$ cat src/rtl/mealy_scheduler.sv
// Round-robin share of one serial pair detector between two word requesters; result valid WIDTH+2 edges after accept.
// Requesters are ready only in IDLE; a stalled result (res_ready low) holds DONE and blocks new grants.
module mealy_scheduler #(
  parameter int WIDTH = 16
) (
  input  logic                             clk,
  input  logic                             rst,
  input  logic                             req0_valid,
  input  logic [WIDTH-1:0]                 req0_data,
  output logic                             req0_ready,
  input  logic                             req1_valid,
  input  logic [WIDTH-1:0]                 req1_data,
  output logic                             req1_ready,
  output logic                             det_rst,
  output logic                             det_inp,
  input  logic                             det_outp,
  output logic                             res_valid,
  output logic                             res_id,
  output logic [WIDTH-1:0]                 res_flags,
  output logic [$clog2(WIDTH+1)-1:0]       res_count,
  input  logic                             res_ready
);
  localparam int CW = $clog2(WIDTH+1);
  localparam int IW = (WIDTH > 1) ? $clog2(WIDTH) : 1;
  localparam logic [IW-1:0] LAST_IDX = IW'(WIDTH-1);

  typedef enum logic [2:0] {
    IDLE  = 3'd0,
    CLEAR = 3'd1,
    SHIFT = 3'd2,
    DRAIN = 3'd3,
    DONE  = 3'd4
  } state_t;

  state_t           state_q, state_d;
  logic             ptr_q, ptr_d;
  logic [WIDTH-1:0] word_q, word_d;
  logic [IW-1:0]    idx_q, idx_d;
  logic             res_id_q, res_id_d;
  logic [WIDTH-1:0] flags_q, flags_d;
  logic [CW-1:0]    count_q, count_d;
  logic             grant0, grant1;

  // ptr_q names the requester that wins when both ask at once
  assign grant0 = req0_valid && (!req1_valid || !ptr_q);
  assign grant1 = req1_valid && (!req0_valid ||  ptr_q);

  always_comb begin
    state_d    = state_q;
    ptr_d      = ptr_q;
    word_d     = word_q;
    idx_d      = idx_q;
    res_id_d   = res_id_q;
    flags_d    = flags_q;
    count_d    = count_q;
    req0_ready = 1'b0;
    req1_ready = 1'b0;
    det_rst    = 1'b1;
    det_inp    = 1'b0;
    res_valid  = 1'b0;
    case (state_q)
      IDLE: begin
        req0_ready = grant0;
        req1_ready = grant1;
        if (grant0 || grant1) begin
          word_d   = grant1 ? req1_data : req0_data;
          res_id_d = grant1;
          flags_d  = '0;
          count_d  = '0;
          ptr_d    = !grant1;
          state_d  = CLEAR;
        end
      end
      CLEAR: begin
        idx_d   = '0;
        state_d = SHIFT;
      end
      SHIFT: begin
        det_rst = 1'b0;
        det_inp = word_q[idx_q];
        idx_d   = idx_q + IW'(1);
        // detector output lags its input by one cycle
        if (idx_q != '0) begin
          flags_d[idx_q - IW'(1)] = det_outp;
          count_d = count_q + CW'(det_outp);
        end
        if (idx_q == LAST_IDX) state_d = DRAIN;
      end
      DRAIN: begin
        det_rst            = 1'b0;
        flags_d[WIDTH-1]   = det_outp;
        count_d            = count_q + CW'(det_outp);
        state_d            = DONE;
      end
      DONE: begin
        res_valid = 1'b1;
        if (res_ready) state_d = IDLE;
      end
      default: state_d = IDLE;
    endcase
    // a pending reset must not leak a handshake or detector activity
    if (!rst) begin
      req0_ready = 1'b0;
      req1_ready = 1'b0;
      det_rst    = 1'b1;
      det_inp    = 1'b0;
      res_valid  = 1'b0;
    end
  end

  always_ff @(posedge clk) begin
    if (!rst) begin
      state_q  <= IDLE;
      ptr_q    <= 1'b0;
      word_q   <= '0;
      idx_q    <= '0;
      res_id_q <= 1'b0;
      flags_q  <= '0;
      count_q  <= '0;
    end else begin
      state_q  <= state_d;
      ptr_q    <= ptr_d;
      word_q   <= word_d;
      idx_q    <= idx_d;
      res_id_q <= res_id_d;
      flags_q  <= flags_d;
      count_q  <= count_d;
    end
  end

  assign res_id    = res_id_q;
  assign res_flags = flags_q;
  assign res_count = count_q;
endmodule
$ cat config.mk
export PLATFORM = sky130hd
export DESIGN_NAME = mealy_scheduler
export DESIGN_NICKNAME = d
export VERILOG_FILES = /design/src/rtl/mealy_scheduler.sv
export SDC_FILE = /design/constraint.sdc
export NUM_CORES = 1
export LEC_CHECK = 0
export CAP_MARGIN = 20
export CORE_MARGIN = 2
export CORE_UTILIZATION = 30
export DETAILED_ROUTE_END_ITERATION = 16
export GPL_ROUTABILITY_DRIVEN = 0
export PLACE_DENSITY = 0.5
export SLEW_MARGIN = 20
export SYNTH_ARGS = -nofsm -noshare
export SYNTH_HDL_FRONTEND = slang
export SYNTH_SLANG_ARGS = --single-unit
export TNS_END_PERCENT = 100
$ cat constraint.sdc
create_clock -name clk -period 2.9 [get_ports clk]
set_clock_uncertainty 0.2 [all_clocks]
set_input_delay 0.435 -clock clk [delete_from_list [all_inputs] [get_ports clk]]
set_output_delay 0.435 -clock clk [all_outputs]
set_load 0.02 [all_outputs]
==> results of run 1 <==
synth_stat cells (2+ instances only):
library cell	instances	area share
o221ai_1	2	0.0066
a31oi_1	13	0.031
and3_1	3	0.0071
mux4_2	4	0.034
buf_4	5	0.014
nand3b_1	4	0.011
nand3_1	8	0.015
nand4b_1	2	0.0066
buf_6	2	0.0085
a211oi_1	12	0.034
o21ai_1	2	0.0038
and2_1	7	0.017
nand4_1	5	0.012
a211oi_2	4	0.019
ha_1	8	0.038
a21oi_1	11	0.021
o22ai_1	13	0.031
nor3b_1	2	0.0057
inv_1	6	0.0085
a32oi_1	3	0.010
buf_2	7	0.013
o211ai_1	3	0.0085
mux2_2	2	0.0085
nor3_1	3	0.0057
nor2_1	24	0.034
nand2_1	27	0.038
mux2i_1	17	0.065
clkbuf_1	7	0.010
o21a_1	2	0.0057
dfxtp_1	46	0.35
o21ai_0	13	0.025
nor2b_1	4	0.0095
or3_1	5	0.012
buf_1	3	0.0043
worst register-to-register path: cells and delay by family (launching register included):
kind,cells,cell delay (ps)
AO/OA/AOI/OAI,3,690
flip-flops,1,450
AND/OR/NAND/NOR,1,430
adder cells (fa/ha/maj),1,260
buffers and inverters,1,170
state kept, by name (all words and copies together) (netlist names):
signal / count
idx_q: 4
ptr_q: 1
res_count: 5
res_flags: 16
res_id: 1
state_q: 3
word_q: 16
power by group through the flow:
stage | logic, uW | clock network, uW | registers [uW]
finish | 557 | 412 | 725
global route | 620 | 456 | 735
CTS | 561 | 424 | 726
detailed placement | 560 | 0 | 741
global placement | 556 | 0 | 740
floorplan | 412 | 0 | 727
per-layer routing:
metal / global-route usage / vias to the layer above
li1: - / 1233
met1: 0.1913 / 1124
met2: 0.2324 / 86
met3: 0.03651 / 10
met4: 0.03846 / 0
met5: 0 / -
repair_timing:
action	4_1_cts	5_1_grt
hold buffers	0	0
setup endpoints to repair	1	0
resized for setup	1	0
buffers inserted	0	0
endpoints found under the hold margin	0	0
cell families after synthesis:
kind of cell | count (synthesis) | share of synthesized area
simple gates | 104 | 0.2126
compound gates | 88 | 0.2307
flops | 46 | 0.3493
buf+inv | 30 | 0.05885
mux | 23 | 0.1073
fa+ha+maj | 8 | 0.03797
xor+xnor | 1 | 0.003323
worst paths after layout:
| check | startpoint | endpoint | cells past startpoint |
|---|---|---|---|
| min | res_flags[5]$_SDFFE_PN0P_ | res_flags[5]$_SDFFE_PN0P_ | 2 |
| max reg2reg | idx_q[1]$_SDFFE_PN0P_ | res_flags[14]$_SDFFE_PN0P_ | 6 |
| min reg2reg | res_flags[5]$_SDFFE_PN0P_ | res_flags[5]$_SDFFE_PN0P_ | 2 |
| max | idx_q[2]$_SDFFE_PN0P_ | det_inp | 5 |
layout make-up:
cell class                 instances  area (um2)  share of cell area
clock inverter                     1       5.005            0.001442
inverter                           6       22.52            0.006489
sequential                        46       920.9              0.2653
multi-input combinational        224        1564              0.4506
clock buffer                       7       86.33             0.02487
tap                              108       135.1             0.03893
timing repair buffer              77       737.0              0.2123
cell usage in the layout (no fill, tap or decap), types with 2 or more instances in the layout:
| cell | instances |
|---|---|
| nand4b_1 | 2 |
| dfxtp_1 | 46 |
| nand3b_1 | 4 |
| o221ai_1 | 2 |
| or3_1 | 5 |
| clkbuf_8 | 6 |
| o21a_1 | 2 |
| inv_1 | 6 |
| clkdlybuf4s50_1 | 63 |
| mux4_2 | 4 |
| mux2_2 | 2 |
| nand4_1 | 5 |
| a31oi_1 | 13 |
| o21ai_0 | 12 |
| nor2_1 | 24 |
| and3_1 | 3 |
| buf_4 | 13 |
| mux2i_1 | 17 |
| nand3_1 | 8 |
| nor3b_1 | 2 |
| a211oi_1 | 12 |
| a21oi_1 | 11 |
| and2_1 | 7 |
| o211ai_1 | 3 |
| nor2b_1 | 4 |
| a32oi_1 | 3 |
| o21ai_1 | 2 |
| ha_1 | 8 |
| nand2_1 | 27 |
| nor3_1 | 3 |
| o22ai_1 | 13 |
| a211oi_2 | 4 |
through the flow:
step	hold slack, ps	cells	utilization	area [um2]	worst slack, ps
after floorplan	268.1	300	-	2636	839.0
after global placement	270.9	461	0.3915	3381	124.9
after detailed placement	264.9	461	0.3915	3381	133.8
after CTS	281.1	469	0.4019	3471	140.8
after global routing	305.5	469	0.4019	3471	55.27
final	279.1	469	0.4019	3471	178.4
==> reports/qor.csv, run 1 <==
metric;value;unit
DIE WIDTH;97.74;um
Setup-failing EPs final;0;
CTS Buf Count;5;
combinational share of power;0.329;
Hold Crit Class;reg2reg;
top_reg_cell synth;dfxtp_1;
data arrival time of the worst path;2090;ps
met2 WL;2941;um
total power per unit cell area;488.1;mW/mm2
PortBufs;64;
metal3 WL;414;um
IR drop worst, VDD;0.1898;mV
number of fill cells;883;
Reg clk slew, reported paths;90;ps
Req. time, crit path;2270;ps
critical path class;reg2out;
Area Overhead vs Synth;31.66;%
CP delay by family, top;multiplexers;
sw frac;0.3313;
Slowest-stage cell, CP;mux4_2;
core area;0.008636;mm2
clock buffer depth;2;
wire length of the first global-routing pass;11320;um
CP Launch Type;register;
ratio of cells with drive above 1 in the final layout;0.1053;
Initial Util;0.3053;
FF-to-FF setup slack;650;ps
Peak Freq;367.4;MHz
Final Hold Vio Count;0;
global route total overflow;0;
sequential share of power;0.428;
run status;finished, final reports clean;
max layer used;met4;
die height;97.74;um
Tot Pwr;1694;uW
Net Sw Power;561.2;uW
Critical path buffers and inverters;1;
CP Max Fanout;4;
Least-Margin Pin Slew;823.3;ps
detailed router's first-iteration violation count;157;
Post-Syn Area per Cell;8.788;um2
largest net degree at the start of global routing;33;
Routed WL;6669;um
Final HPWL DP;4993;um
Ports;65;
WL per Instance;14.22;um
FP Rows;34;
leak pwr;0.001321;uW
antenna diode instance count;0;
FF+latch count, synth;46;
unrepaired setup endpoints after global routing;no;
drt pass-1 iters;4;
minimum clock period;2722;ps
synth warn;0;
Pins Over Slew Limit;0;
Root Driver;clkbuf_8;
Total GRT Usage;0.1435;
wl on met1;3214;um
drt drc;0;
Synth async-reset ratio;0;
worst-path cell chain;mux4_2, mux2_2, o21ai_0, a21oi_1, dlygate4sd2_1;
number of routed nets with antenna violations;0;
Synth cell types;55;
EDFF count, synth;0;
Clock Sinks;46;
drt via density;5.230;
Mapped Nets;346;
CP Capture Type;output pin;
NumNets Final;406;
Cell Area, Synth;0.002636;mm2
P_int;1133;uW
sequential area share after synthesis;0.3493;
Slew HR;0.4505;
Max Cap Viol;0;
vias in the first global route;2368;
period utilisation layout;0.9385;
initial antenna violation count;0;
die area;0.009553;mm2
post-route setup TNS;0;ps
CTS tree;yes;
Skew-Pair Late Insertion Delay;300;ps
max incr delay on CP;520;ps
Synth Instances;300;
htree depth;2;
vias;2453;
Clock power frac;0.243;
No activity file was read; power rests on OpenSTA's default activity.
==> run 2, diff against run 1 <==
--- a/config.mk
+++ b/config.mk
@@ -5,12 +5,12 @@
 export SDC_FILE = /design/constraint.sdc
 export NUM_CORES = 1
 export LEC_CHECK = 0
-export CAP_MARGIN = 20
+export CAP_MARGIN = 0
 export CORE_MARGIN = 2
 export CORE_UTILIZATION = 30
 export DETAILED_ROUTE_END_ITERATION = 16
 export GPL_ROUTABILITY_DRIVEN = 0
-export PLACE_DENSITY = 0.5
+export PLACE_DENSITY = 0.54
 export SLEW_MARGIN = 20
 export SYNTH_ARGS = -nofsm -noshare
 export SYNTH_HDL_FRONTEND = slang
==> run 2 against run 1 <==
Power is 0.61% higher. Count of clock-buffer cells in the layout is 1 lower. Core utilization hardly changed. Die area stayed put. Global-route usage is 0.19 points lower. Critical endpoint unchanged. Highest routed layer unchanged.
==> reports/qor.csv, run 2 (synthesis results as in run 1) <==
metric;value;unit;change
hold slack;274.1;ps;-5.063 ps
Net Sw Power;573.4;uW;+2.2%
vias in the first global route;2306;;-2.6%
DP Area;0.003373;mm2;-0.22%
initial antenna violation count;0;;unchanged
area of all sequential standard cells;922.1;um2;+0.14%
Root Driver;clkbuf_8;;
number of routed nets with antenna violations;0;;unchanged
M3 GR Usage;0.03293;;-0.003579
Reg clk slew, reported paths;90;ps;about the same
dpl cells;460;;-0.22%
total power per unit cell area;491.4;mW/mm2;+0.68%
Hold Crit Class;reg2reg;;
unrepaired setup endpoints after global routing;no;;
GRT busiest layer;met2;;
CP Launch Type;register;;
Initial Util;0.3053;;unchanged
Pins Over Slew Limit;0;;unchanged
critical path class;reg2out;;
worst-path cell chain;mux4_2, mux2_2, o21ai_0, a21oi_1, dlygate4sd2_1;;
die area;0.009553;mm2;unchanged
detailed router's first-iteration violation count;129;;-18%
Final Hold Vio Count;0;;unchanged
drt pass-1 iters;4;;unchanged
IR drop worst, VDD;0.1750;mV;-7.8%
global routing usage on met2;0.2297;;-0.002653
Ports;65;;unchanged
Setup-failing EPs final;0;;unchanged
P_int;1131;uW;-0.16%
drt via density;5.190;;-0.77%
post-route setup TNS;0;ps;unchanged
antenna diode instance count;0;;unchanged
WL per Instance;14.25;um;+0.21%
period utilisation layout;0.9305;;-0.007985
post-route cell area;0.003468;mm2;about the same
Peak Freq;370.6;MHz;+0.86%
drt drc;0;;unchanged
run status;finished, final reports clean;;
number of fill cells;908;;+2.8%
DIE WIDTH;97.74;um;unchanged
Slew HR;0.4755;;+0.02497
combinational share of power;0.326;;-0.003
CTS tree;yes;;
CP delay by family, top;multiplexers;;
sw frac;0.3364;;+0.005122
vias;2429;;-0.98%
ratio of cells with drive above 1 in the final layout;0.1083;;+0.003070
CP Capture Type;output pin;;
Req. time, crit path;2270;ps;about the same
htree depth;2;;unchanged
PortBufs;64;;unchanged
clock buffer depth;2;;unchanged
FP Rows;34;;unchanged
CTS Buf Count;5;;unchanged
NumNets Final;405;;-0.25%
Clock Sinks;46;;unchanged
Total GRT Usage;0.1416;;-0.001883
Clock power frac;0.248;;+0.005
minimum clock period;2698;ps;-23.16 ps
Routed WL;6669;um;unchanged
Least-Margin Pin Slew;785.9;ps;-37.42 ps
wire length of the first global-routing pass;11120;um;-1.8%
CP Max Fanout;3;;-1
global route total overflow;0;;unchanged
core area;0.008636;mm2;unchanged
Slowest-stage cell, CP;mux4_2;;
Multi-input gate area;0.001564;mm2;unchanged
Skew-Pair Late Insertion Delay;310;ps;about the same
CTS Hold Bufs;0;;unchanged
die height;97.74;um;unchanged
leak pwr;0.001313;uW;-0.55%
Critical path buffers and inverters;1;;unchanged
max incr delay on CP;520;ps;about the same
Area Overhead vs Synth;31.56;%;about the same
data arrival time of the worst path;2060;ps;-30 ps
Post-Layout Cell Count;468;;-0.21%
met1 Use GR;0.1880;;-0.003284
largest net degree at the start of global routing;33;;unchanged
sequential share of power;0.425;;-0.003
Max Cap Viol;0;;unchanged
commonest non-fill, non-tap cells in the layout;clkdlybuf4s50_1 (63), dfxtp_1 (45), nand2_1 (27);;
Final HPWL DP;4917;um;-1.5%
most common cell after layout, fill and taps aside;clkdlybuf4s50_1;;
[run 2: layout make-up]
| cell class | count | share of cell area |
|---|---|---|
| Inverter | 6 | 0.006493 |
| Sequential cell | 46 | 0.2659 |
| Clock buffer | 6 | 0.02381 |
| Clock inverter | 2 | 0.003607 |
| Timing Repair Buffer | 76 | 0.2103 |
| Tap cell | 108 | 0.03896 |
| Multi-Input combinational cell | 224 | 0.4509 |
[run 2: power by group through the flow]
stage	registers (uW)	logic (uW)	clock network, uW
2_1_floorplan	727	412	0
3_3_place_gp	737	556	0
3_5_place_dp	741	557	0
4_1_cts	727	560	438
5_1_grt	733	619	462
6_report	725	556	423
[run 2: path summary, 6_finish.rpt]
check | slack, ps | cells past startpoint | start | to
setup / recovery | 200 | 5 | idx_q[2]$_SDFFE_PN0P_ | det_inp
hold / removal | 270 | 2 | res_flags[9]$_SDFFE_PN0P_ | res_flags[9]$_SDFFE_PN0P_
setup reg to reg | 650 | 6 | idx_q[1]$_SDFFE_PN0P_ | res_flags[14]$_SDFFE_PN0P_
hold reg to reg | 270 | 2 | res_flags[9]$_SDFFE_PN0P_ | res_flags[9]$_SDFFE_PN0P_
[run 2: per-stage QoR]
stage	setup WS, ps	total power [uW]	util
6_report	201.6	1705	0.4016
5_1_grt	91.91	1815	0.4016
4_1_cts	175.4	1725	0.4016
3_5_place_dp	112.8	1299	0.3906
3_3_place_gp	120.9	1293	0.3906
2_1_floorplan	839.0	1139	-
[run 2: layer usage]
| metal | wire length (um) | share of wire |
|---|---|---|
| met3 | 400 | 0.060 |
| met5 | 0 | 0 |
| met1 | 3081 | 0.46 |
| met2 | 3090 | 0.46 |
| met4 | 96 | 0.014 |
[run 2: timing repair]
| item | in CTS | in global routing |
|---|---|---|
| resized for setup | 2 | 0 |
| setup buffers | 0 | 0 |
| endpoints found under the setup margin | 1 | 0 |
[run 2: worst reg2reg max path: cells and delay by family (launching register included)]
| family | cells | cell delay (ps) |
|---|---|---|
| AOI/OAI and AO/OA | 3 | 700 |
| adders and majority gates | 1 | 250 |
| and+or+nand+nor | 1 | 420 |
| DFF | 1 | 450 |
| buffers and inverters | 1 | 160 |
==> run 3, diff against run 2 <==
--- a/config.mk
+++ b/config.mk
@@ -6,11 +6,13 @@
 export NUM_CORES = 1
 export LEC_CHECK = 0
 export CAP_MARGIN = 0
+export CELL_PAD_IN_SITES_DETAIL_PLACEMENT = 0
+export CELL_PAD_IN_SITES_GLOBAL_PLACEMENT = 1
 export CORE_MARGIN = 2
 export CORE_UTILIZATION = 30
 export DETAILED_ROUTE_END_ITERATION = 16
 export GPL_ROUTABILITY_DRIVEN = 0
-export PLACE_DENSITY = 0.54
+export PLACE_DENSITY = 0.68
 export SLEW_MARGIN = 20
 export SYNTH_ARGS = -nofsm -noshare
 export SYNTH_HDL_FRONTEND = slang
==> run 3 against run 2 <==
Fmax is 0.16% lower. Critical endpoint unchanged. Clock power is 3% lower. Via count is 0.29% lower. Largest power group unchanged. Core utilization hardly changed. Die area stayed put. Sequential share of layout area hardly changed. Power is 0.61% lower. Combinational power is 2% higher. Non-clock buffer count is 1 higher. Setup slack worse by 4.3 ps. Highest routed layer unchanged.
==> reports/qor.csv, run 3 (synthesis results as in run 1) <==
metric;value;unit;change
RR Startpoint;idx_q[1]$_SDFFE_PN0P_;;
period utilisation layout;0.9320;;+0.001483
unrepaired setup endpoints after global routing;no;;
Setup-failing EPs final;0;;unchanged
initial antenna violation count;0;;unchanged
dpl cells;461;;+0.22%
Routed WL;6663;um;about the same
largest net degree at the start of global routing;33;;unchanged
commonest non-fill, non-tap cells in the layout;clkdlybuf4s50_1 (63), dfxtp_1 (45), nand2_1 (27);;
IR drop worst, VDD;0.1847;mV;+5.6%
htree depth;2;;unchanged
antenna diode instance count;0;;unchanged
PortBufs;64;;unchanged
Root Driver;clkbuf_8;;
DIE WIDTH;97.74;um;unchanged
Least-Margin Pin Slew;816.9;ps;+31.02 ps
number of routed nets with antenna violations;0;;unchanged
data arrival time of the worst path;2070;ps;about the same
wire length of the first global-routing pass;10960;um;-1.4%
global route total overflow;0;;unchanged
number of fill cells;926;;+2.0%
crit path from;idx_q[2]$_SDFFE_PN0P_;;
Pins Over Slew Limit;0;;unchanged
Final HPWL DP;4952;um;+0.72%
Total GRT Usage;0.1397;;-0.001885
ratio of cells with drive above 1 in the final layout;0.1080;;-0.0003001
met1 Use GR;0.1842;;-0.003736
die height;97.74;um;unchanged
Crit path depth;5;;unchanged
GRT busiest layer;met2;;
drt via density;5.164;;-0.50%
crit path capture;det_inp;;
CP delay by family, top;multiplexers;;
Post-Layout Cell Count;469;;+0.21%
Max Cap Viol;0;;unchanged
leak pwr;0.001321;uW;+0.59%
Slew HR;0.4548;;-0.02070
M3 GR Usage;0.03436;;+0.001432
post-route setup TNS;0;ps;unchanged
Peak Freq;370.0;MHz;-0.16%
CTS Buf Count;5;;unchanged
CP Capture Type;output pin;;
CP Launch Type;register;;
run status;finished, final reports clean;;
CTS tree;yes;;
Final Hold Vio Count;0;;unchanged
NumNets Final;406;;+0.25%
most common cell after layout, fill and taps aside;clkdlybuf4s50_1;;
clock buffer depth;2;;unchanged
core area;0.008636;mm2;unchanged
max incr delay on CP;510;ps;about the same
drt pass-1 iters;4;;unchanged
detailed router's first-iteration violation count;83;;-36%
post-layout util;0.4021;;+0.0004340
Reg clk slew, reported paths;90;ps;about the same
Initial Util;0.3053;;unchanged
CTS Hold Bufs;0;;unchanged
post-CTS setup buffer count;0;;unchanged
WL per Instance;14.21;um;-0.30%
Skew-Pair Late Insertion Delay;300;ps;about the same
Slowest-stage cell, CP;mux4_2;;
Area Overhead vs Synth;31.70;%;
vias in the first global route;2267;;-1.7%
Clock Sinks;46;;unchanged
CP Max Fanout;5;;+2
die area;0.009553;mm2;unchanged
Ports;65;;unchanged
total power per unit cell area;487.9;mW/mm2;-0.72%
vias;2422;;-0.29%
drt drc;0;;unchanged
minimum clock period;2703;ps;+4.302 ps
FF-to-FF setup slack;630;ps;-20 ps
Req. time, crit path;2270;ps;about the same
global routing usage on met2;0.2302;;+0.0005305
Reg-to-Reg End;res_flags[12]$_SDFFE_PN0P_;;
worst-path cell chain;mux4_2, mux2_2, o21ai_0, a21oi_1, dlygate4sd2_1;;
FP Rows;34;;unchanged
critical path class;reg2out;;
worst r2r path cells;6;;unchanged
Critical path buffers and inverters;1;;unchanged
Hold Crit Class;reg2reg;;
-- run 3: worst reg2reg max path, stage by stage (launching register included) --
cell and delay [ps]:
dfxtp_1 440, inv_1 170, ha_1 270, or3b_1 440
a32oi_1 420, a31oi_1 90, o22ai_1 170
-- run 3: what timing repair did --
action	4_1_cts	5_1_grt
resized for setup	2	0
setup endpoints to repair	1	0
endpoints found under the hold margin	0	0
-- run 3: worst min-delay path by stage --
stage / start / end / cells after the start
floorplan: ptr_q$_SDFFE_PN0P_ / ptr_q$_SDFFE_PN0P_ / 2
CTS: res_flags[5]$_SDFFE_PN0P_ / res_flags[5]$_SDFFE_PN0P_ / 2
detailed placement: res_flags[5]$_SDFFE_PN0P_ / res_flags[5]$_SDFFE_PN0P_ / 2
global route: res_flags[9]$_SDFFE_PN0P_ / res_flags[9]$_SDFFE_PN0P_ / 2
global placement: res_count[0]$_SDFFE_PN0P_ / res_count[0]$_SDFFE_PN0P_ / 2
finish: res_count[0]$_SDFFE_PN0P_ / res_count[0]$_SDFFE_PN0P_ / 2
-- run 3: layer usage --
metal	wire length, um	part of all wire
met2	3069	0.46
met4	71	0.011
met1	3136	0.47
met5	0	0
met3	385	0.058
-- run 3: power by group --
part	total [uW]	switching (uW)	leakage (uW)	internal, uW
clock network	411	218	0.0000482	193
registers	718	31.7	0.000376	687
logic	565	311	0.000897	254
-- run 3: area by class of cell --
class	instances	area, um2	share of cell area
Inverter	6	22.52	0.006486
Clock inverter	1	5.005	0.001441
Tap cell	108	135.1	0.03892
Multi-Input combinational cell	224	1564	0.4505
Clock buffer	7	86.33	0.02486
Sequential cell	46	922.1	0.2656
Timing Repair Buffer	77	737.0	0.2123
-- run 3: per-stage QoR --
step	power, uW	setup WS [ps]	hold WS, ps	area, um2
3_3_place_gp	1297	128.3	265.4	3381
6_report	1694	197.3	274.0	3472
2_1_floorplan	1139	839.0	268.1	2636
4_1_cts	1715	182.3	279.3	3472
3_5_place_dp	1299	174.5	263.3	3381
5_1_grt	1795	48.48	291.5	3472
